## src/rtl/memory_dp_be.sv

```systemverilog
// Simple dual-port RAM: one write port with byte-lane enables, one read port.
// It has selectable read-during-write behaviour, an optional output register and a post-reset clear sweep.
module memory_dp_be #(
    parameter int                    DATA_WIDTH   = 32,
    parameter int                    BYTE_WIDTH   = 8,
    parameter int                    MAX_ADDR     = 16,
    parameter int                    ADDRSIZE     = $clog2(MAX_ADDR),
    parameter int                    RDW_MODE     = 0,
    parameter int                    OUT_REG      = 0,
    parameter int                    CLEAR_ON_RST = 1,
    parameter logic [DATA_WIDTH-1:0] CLEAR_VALUE  = '0
) (
    input  logic                             clk,
    input  logic                             rst,
    input  logic                             rd_en,
    input  logic [ADDRSIZE-1:0]              rd_addr,
    input  logic                             wr_en,
    input  logic [ADDRSIZE-1:0]              wr_addr,
    input  logic [DATA_WIDTH/BYTE_WIDTH-1:0] wr_be,
    input  logic [DATA_WIDTH-1:0]            wr_data,
    output logic [DATA_WIDTH-1:0]            rd_data,
    output logic                             rd_valid,
    output logic                             init_busy
);
    localparam int                  NB    = DATA_WIDTH / BYTE_WIDTH;
    localparam logic [ADDRSIZE:0]   DEPTH = (ADDRSIZE+1)'(MAX_ADDR);
    localparam logic [ADDRSIZE-1:0] LAST  = ADDRSIZE'(MAX_ADDR - 1);

    typedef enum logic {S_CLEAR, S_READY} state_t;

    logic [DATA_WIDTH-1:0] r_mem [MAX_ADDR];
    state_t                r_state;
    logic [ADDRSIZE-1:0]   r_clr_addr;
    logic                  r_init_busy;
    logic                  r_s1_vld;
    logic [DATA_WIDTH-1:0] r_s1_dat;

    logic                  w_busy;
    logic                  w_wr_in;
    logic                  w_rd_in;
    logic                  w_wr_do;
    logic                  w_rd_do;
    logic [ADDRSIZE-1:0]   w_mem_addr;
    logic [NB-1:0]         w_mem_be;
    logic [DATA_WIDTH-1:0] w_mem_din;
    logic [DATA_WIDTH-1:0] w_rd_word;

    always_ff @(posedge clk) begin
        if (rst) begin
            r_state     <= (CLEAR_ON_RST != 0) ? S_CLEAR : S_READY;
            r_init_busy <= (CLEAR_ON_RST != 0);
            r_clr_addr  <= '0;
        end else if (r_state == S_CLEAR) begin
            r_clr_addr <= r_clr_addr + ADDRSIZE'(1);
            if (r_clr_addr == LAST) begin
                r_state     <= S_READY;
                r_init_busy <= 1'b0;
                r_clr_addr  <= '0;
            end
        end
    end

    assign w_busy  = (r_state == S_CLEAR);
    assign w_wr_in = ({1'b0, wr_addr} < DEPTH);
    assign w_rd_in = ({1'b0, rd_addr} < DEPTH);
    assign w_wr_do = !rst && (w_busy || (wr_en && w_wr_in));
    assign w_rd_do = !rst && !w_busy && rd_en;

    // The clear sweep borrows the write port while it runs.
    assign w_mem_addr = w_busy ? r_clr_addr  : wr_addr;
    assign w_mem_be   = w_busy ? {NB{1'b1}}  : wr_be;
    assign w_mem_din  = w_busy ? CLEAR_VALUE : wr_data;

    always_ff @(posedge clk) begin
        if (w_wr_do) begin
            for (int i = 0; i < NB; i++) begin
                if (w_mem_be[i])
                    r_mem[w_mem_addr][i*BYTE_WIDTH +: BYTE_WIDTH] <= w_mem_din[i*BYTE_WIDTH +: BYTE_WIDTH];
            end
        end
    end

    always_comb begin
        w_rd_word = '0;
        if (w_rd_in) begin
            w_rd_word = r_mem[rd_addr];
            if (RDW_MODE != 0 && wr_en && wr_addr == rd_addr) begin
                for (int i = 0; i < NB; i++) begin
                    if (wr_be[i])
                        w_rd_word[i*BYTE_WIDTH +: BYTE_WIDTH] = wr_data[i*BYTE_WIDTH +: BYTE_WIDTH];
                end
            end
        end
    end

    always_ff @(posedge clk) begin
        if (rst) begin
            r_s1_vld <= 1'b0;
            r_s1_dat <= '0;
        end else begin
            r_s1_vld <= w_rd_do;
            if (w_rd_do)
                r_s1_dat <= w_rd_word;
        end
    end

    generate
        if (OUT_REG != 0) begin : g_out_reg
            logic                  r_s2_vld;
            logic [DATA_WIDTH-1:0] r_s2_dat;
            always_ff @(posedge clk) begin
                if (rst) begin
                    r_s2_vld <= 1'b0;
                    r_s2_dat <= '0;
                end else begin
                    r_s2_vld <= r_s1_vld;
                    if (r_s1_vld)
                        r_s2_dat <= r_s1_dat;
                end
            end
            assign rd_data  = r_s2_dat;
            assign rd_valid = r_s2_vld;
        end else begin : g_no_out_reg
            assign rd_data  = r_s1_dat;
            assign rd_valid = r_s1_vld;
        end
    endgenerate

    assign init_busy = r_init_busy;
endmodule

```

## config.mk

```make
export PLATFORM = sky130hd
export DESIGN_NAME = memory_dp_be
export DESIGN_NICKNAME = d
export VERILOG_FILES = /design/src/rtl/memory_dp_be.sv
export SDC_FILE = /design/constraint.sdc
export NUM_CORES = 1
export LEC_CHECK = 0
export ABC_AREA = 1
export BUFFER_PORTS_ARGS = -buffer_cell sky130_fd_sc_hd__buf_4
export CORE_MARGIN = 1
export CORE_UTILIZATION = 41
export CTS_CLUSTER_SIZE = 40
export DETAILED_ROUTE_END_ITERATION = 8
export HOLD_SLACK_MARGIN = 0.02
export PLACE_DENSITY = 0.62
export SYNTH_ARGS = -nofsm -noshare
export SYNTH_HDL_FRONTEND = slang
export SYNTH_SLANG_ARGS = --single-unit
```

## constraint.sdc

```tcl
create_clock -name clk -period 2.2 [get_ports clk]
set_clock_uncertainty 0.2 [all_clocks]
set_input_delay 0.11 -clock clk [delete_from_list [all_inputs] [get_ports clk]]
set_output_delay 0.11 -clock clk [all_outputs]
set_load 0.05 [all_outputs]
```

==> metrics.md <==
| Metric | Value |
|---|---|
| Cells after DPL | 2,823 |
| Rel. slew slack | 48.02% |
| Most frequent cells in the layout | nand2_1 (790), edfxtp_1 (512), nand3_1 (416) |
| Setup WS post-layout | 0.06711 ns |
| Worst min-delay path category | primary input to register |
| Final worst path period share | 96.95% |
| I/O Buffers | 81 |
| GR Overflow Total | 0 |
| CP peak stage delay | 0.34 ns |
| Syn Std Cell Area | 0.02248 mm^2 |
| Power density cells | 832.7 mW/mm^2 |
| Critical path required time | 2.31 ns |
| Vert. Die Dim | 236.2 um |
| Global Route Usage Sum | 21.74% |
| Layout Nets | 2,269 |
| Clock transition at path regs | 0.06 ns |
| Placer Congestion | 0.8853 |
| Yosys top cell area share | 68.39% |
| Vias post-DR | 15.61k |
| CP Class | register to register |
| Post-DRT Antenna Nets | 0 |
| TritonCTS clock tree | done |
| Fin Hold WS | 0.04959 ns |
| DRC Markers | 0 |
| Worst skew pair latency | 0.61 ns |
| CP endpoint kind | register |
| Area contributors post-synth | edfxtp_1 (68%), nand2_1 (13%), nand3_1 (9.3%) |
| Final hold violations | 0 |
| Avg Inst Size Synth | 11.10 um^2 |
| P&R area growth vs syn | 19.38% |
| Largest fanout on the critical path | 8 |
| Leakage | 10.84 nW |
| Pwr Total | 22.35 mW |
| Unrepaired setup endpoints after global routing | true |
| Switching Fraction | 21.54% |
| H-tree lvl count | 2 |
| Syn Inst Count | 2,026 |
| Initial antenna violation count | 0 |
| Worst EP arrival | 2.24 ns |
| Final cell utilization of the core | 49.67% |
| Synth warnings | 0 |
| Min Tclk post-route | 2.133 ns |
| Int Pwr | 17.53 mW |
| Core area | 0.05403 mm^2 |
| Post-CTS setup repair buffer count | 0 |
| Synth Register Bits | 551 |
| Clock power share | 43.3% |
| Layout cell share with drive strength beyond 1 | 15.18% |
| Worst slew pin tran | 0.7796 ns |
| Drt wl/cell | 20.30 um |
| Initial DRC count | 1,936 |
| Antenna diodes | 0 |
| Most common cell after layout, fill and taps aside | nand2_1 |
| Clock buffer count from CTS | 55 |
| Non-Filler Instances | 2,962 |
| Largest net degree at the start of global routing | 99 |
| Post-synthesis sequential area ratio | 71.87% |
| Synth Net Count | 2,075 |
| Worst vdd ir | 0.5632 mV |
| Combinational power share | 5.5% |
| Placed cell areas | 0.02453 mm^2 |
| Root buf cell | clkbuf_16 |
| Final Instance Area | 0.02684 mm^2 |
| Slew Viols, Final | 0 |
| Cell breakdown of the critical path | inv_2 > or2_0 > o21ai_2 > inv_2 > nor2_2 > nand2_1 > buf_4 > nor2_1 > buf_4 |
| Clk buf depth | 3 |
| Status | finished clean |
| Die X | 236.2 um |
| Pre-CTS setup slack | -0.01651 ns |
| Crit-path slowest cell | dfxtp_2 |
| Net Switching | 4.814 mW |
| DRT Pass-1 Iters | 7 |
| Fmax | 468.8 MHz |
| Sequential share of power | 51.2% |
| Die area | 0.05577 mm^2 |
| Global-route wire length before repair | 90,920 um |
| WL final | 60,140 um |
| Synth unique cells | 24 |
| Starting Density | 41.61% |
| Vias in the first global route | 15.38k |
| # Max-Cap Violations | 0 |
| Setup TNS | 0 ns |
| Via/cell ratio | 5.270 |
| Setup violators final | 0 |
| HPWL after DPL | 38,230 um |
| IO Count | 82 |
| Site Rows | 85 |
| Area leader, netlist | edfxtp_1 |
| CP Launch Type | register |
| CTS Sinks | 551 |
[per-layer routing]
metal	up-vias	GRT usage [%]	share of wire, %
li1	7326	-	-
met1	7477	30.35	43
met2	680	34.23	45
met3	128	4.026	8.3
met4	0	7.340	3.1
met5	-	0	0
[power groups by stage]
stage | Sequential (mW) | Combinational [mW] | Clock [mW]
final | 11.4 | 1.23 | 9.68
after floorplan | 11.7 | 0.749 | 0
after global placement | 11.7 | 1.14 | 0
after detailed placement | 11.7 | 1.16 | 0
after CTS | 11.4 | 1.21 | 9.81
after global routing | 11.4 | 1.35 | 10.2
[final cells by class]
class	instances	area, um^2
Sequential cell	551	16160
Multi-Input combinational cell	1306	5567
Timing Repair Buffer	260	2161
Clock inverter	24	249.0
Clock buffer	79	1653
Tap cell	696	870.8
Inverter	46	180.2
Fill cell	4816	27190
[worst max-delay path: cells and delay by family, from the launching register on]
family,cells,cell delay [ns]
AND/OR/NAND/NOR,4,0.65
AO/OA/AOI/OAI,1,0.10
buffers and inverters,4,0.54
flip-flops,1,0.34
[path summary, 6_finish.rpt]
check,endpoint,slack (ns),cells past startpoint,startpoint
setup / recovery,r_mem[7][26],0.07,9,r_state
hold / removal,rd_data[6],0.05,9,rd_addr[1]
setup reg to reg,r_mem[7][26],0.07,9,r_state
hold reg to reg,init_busy,0.25,2,init_busy
[synth_stat cells (all sizes together)]
library cell and n:
nor3 2, edfxtp 512, nor3b 1, inv 46
clkbuf 24, xnor2 1, dfxtp 39, or2 3
nand4 1, o21ai 9, ha 1, nand3 417
nand2 794, buf 99, nor2 75, a21oi 2
[cell families (layout without fill, tap and decap cells)]
| family | count (synthesis) | in the layout | share of synthesized area [%] |
|---|---|---|---|
| compound gates | 11 | 11 | 0.3618 |
| xor+xnor | 1 | 1 | 0.03897 |
| fa+ha+maj | 1 | 1 | 0.05565 |
| buf+inv | 169 | 409 | 3.573 |
| flops | 551 | 551 | 71.87 |
| simple gates | 1293 | 1293 | 24.11 |
[sequential cells by signal, indices dropped and copies added (netlist names)]
signal and count:
rd_valid 1, r_mem 512, rd_data 32, r_clr_addr 4, r_state 1, init_busy 1
[what timing repair did]
| item | 4_1_cts | 5_1_grt |
|---|---|---|
| endpoints found under the hold margin | 550 | 0 |
| hold buffers | 36 | 0 |
| pin swaps | 0 | 0 |
| gates resized for setup | 1 | 7 |
| endpoints found under the setup margin | 32 | 321 |
Note: power is estimated with default switching activity, not from simulation.
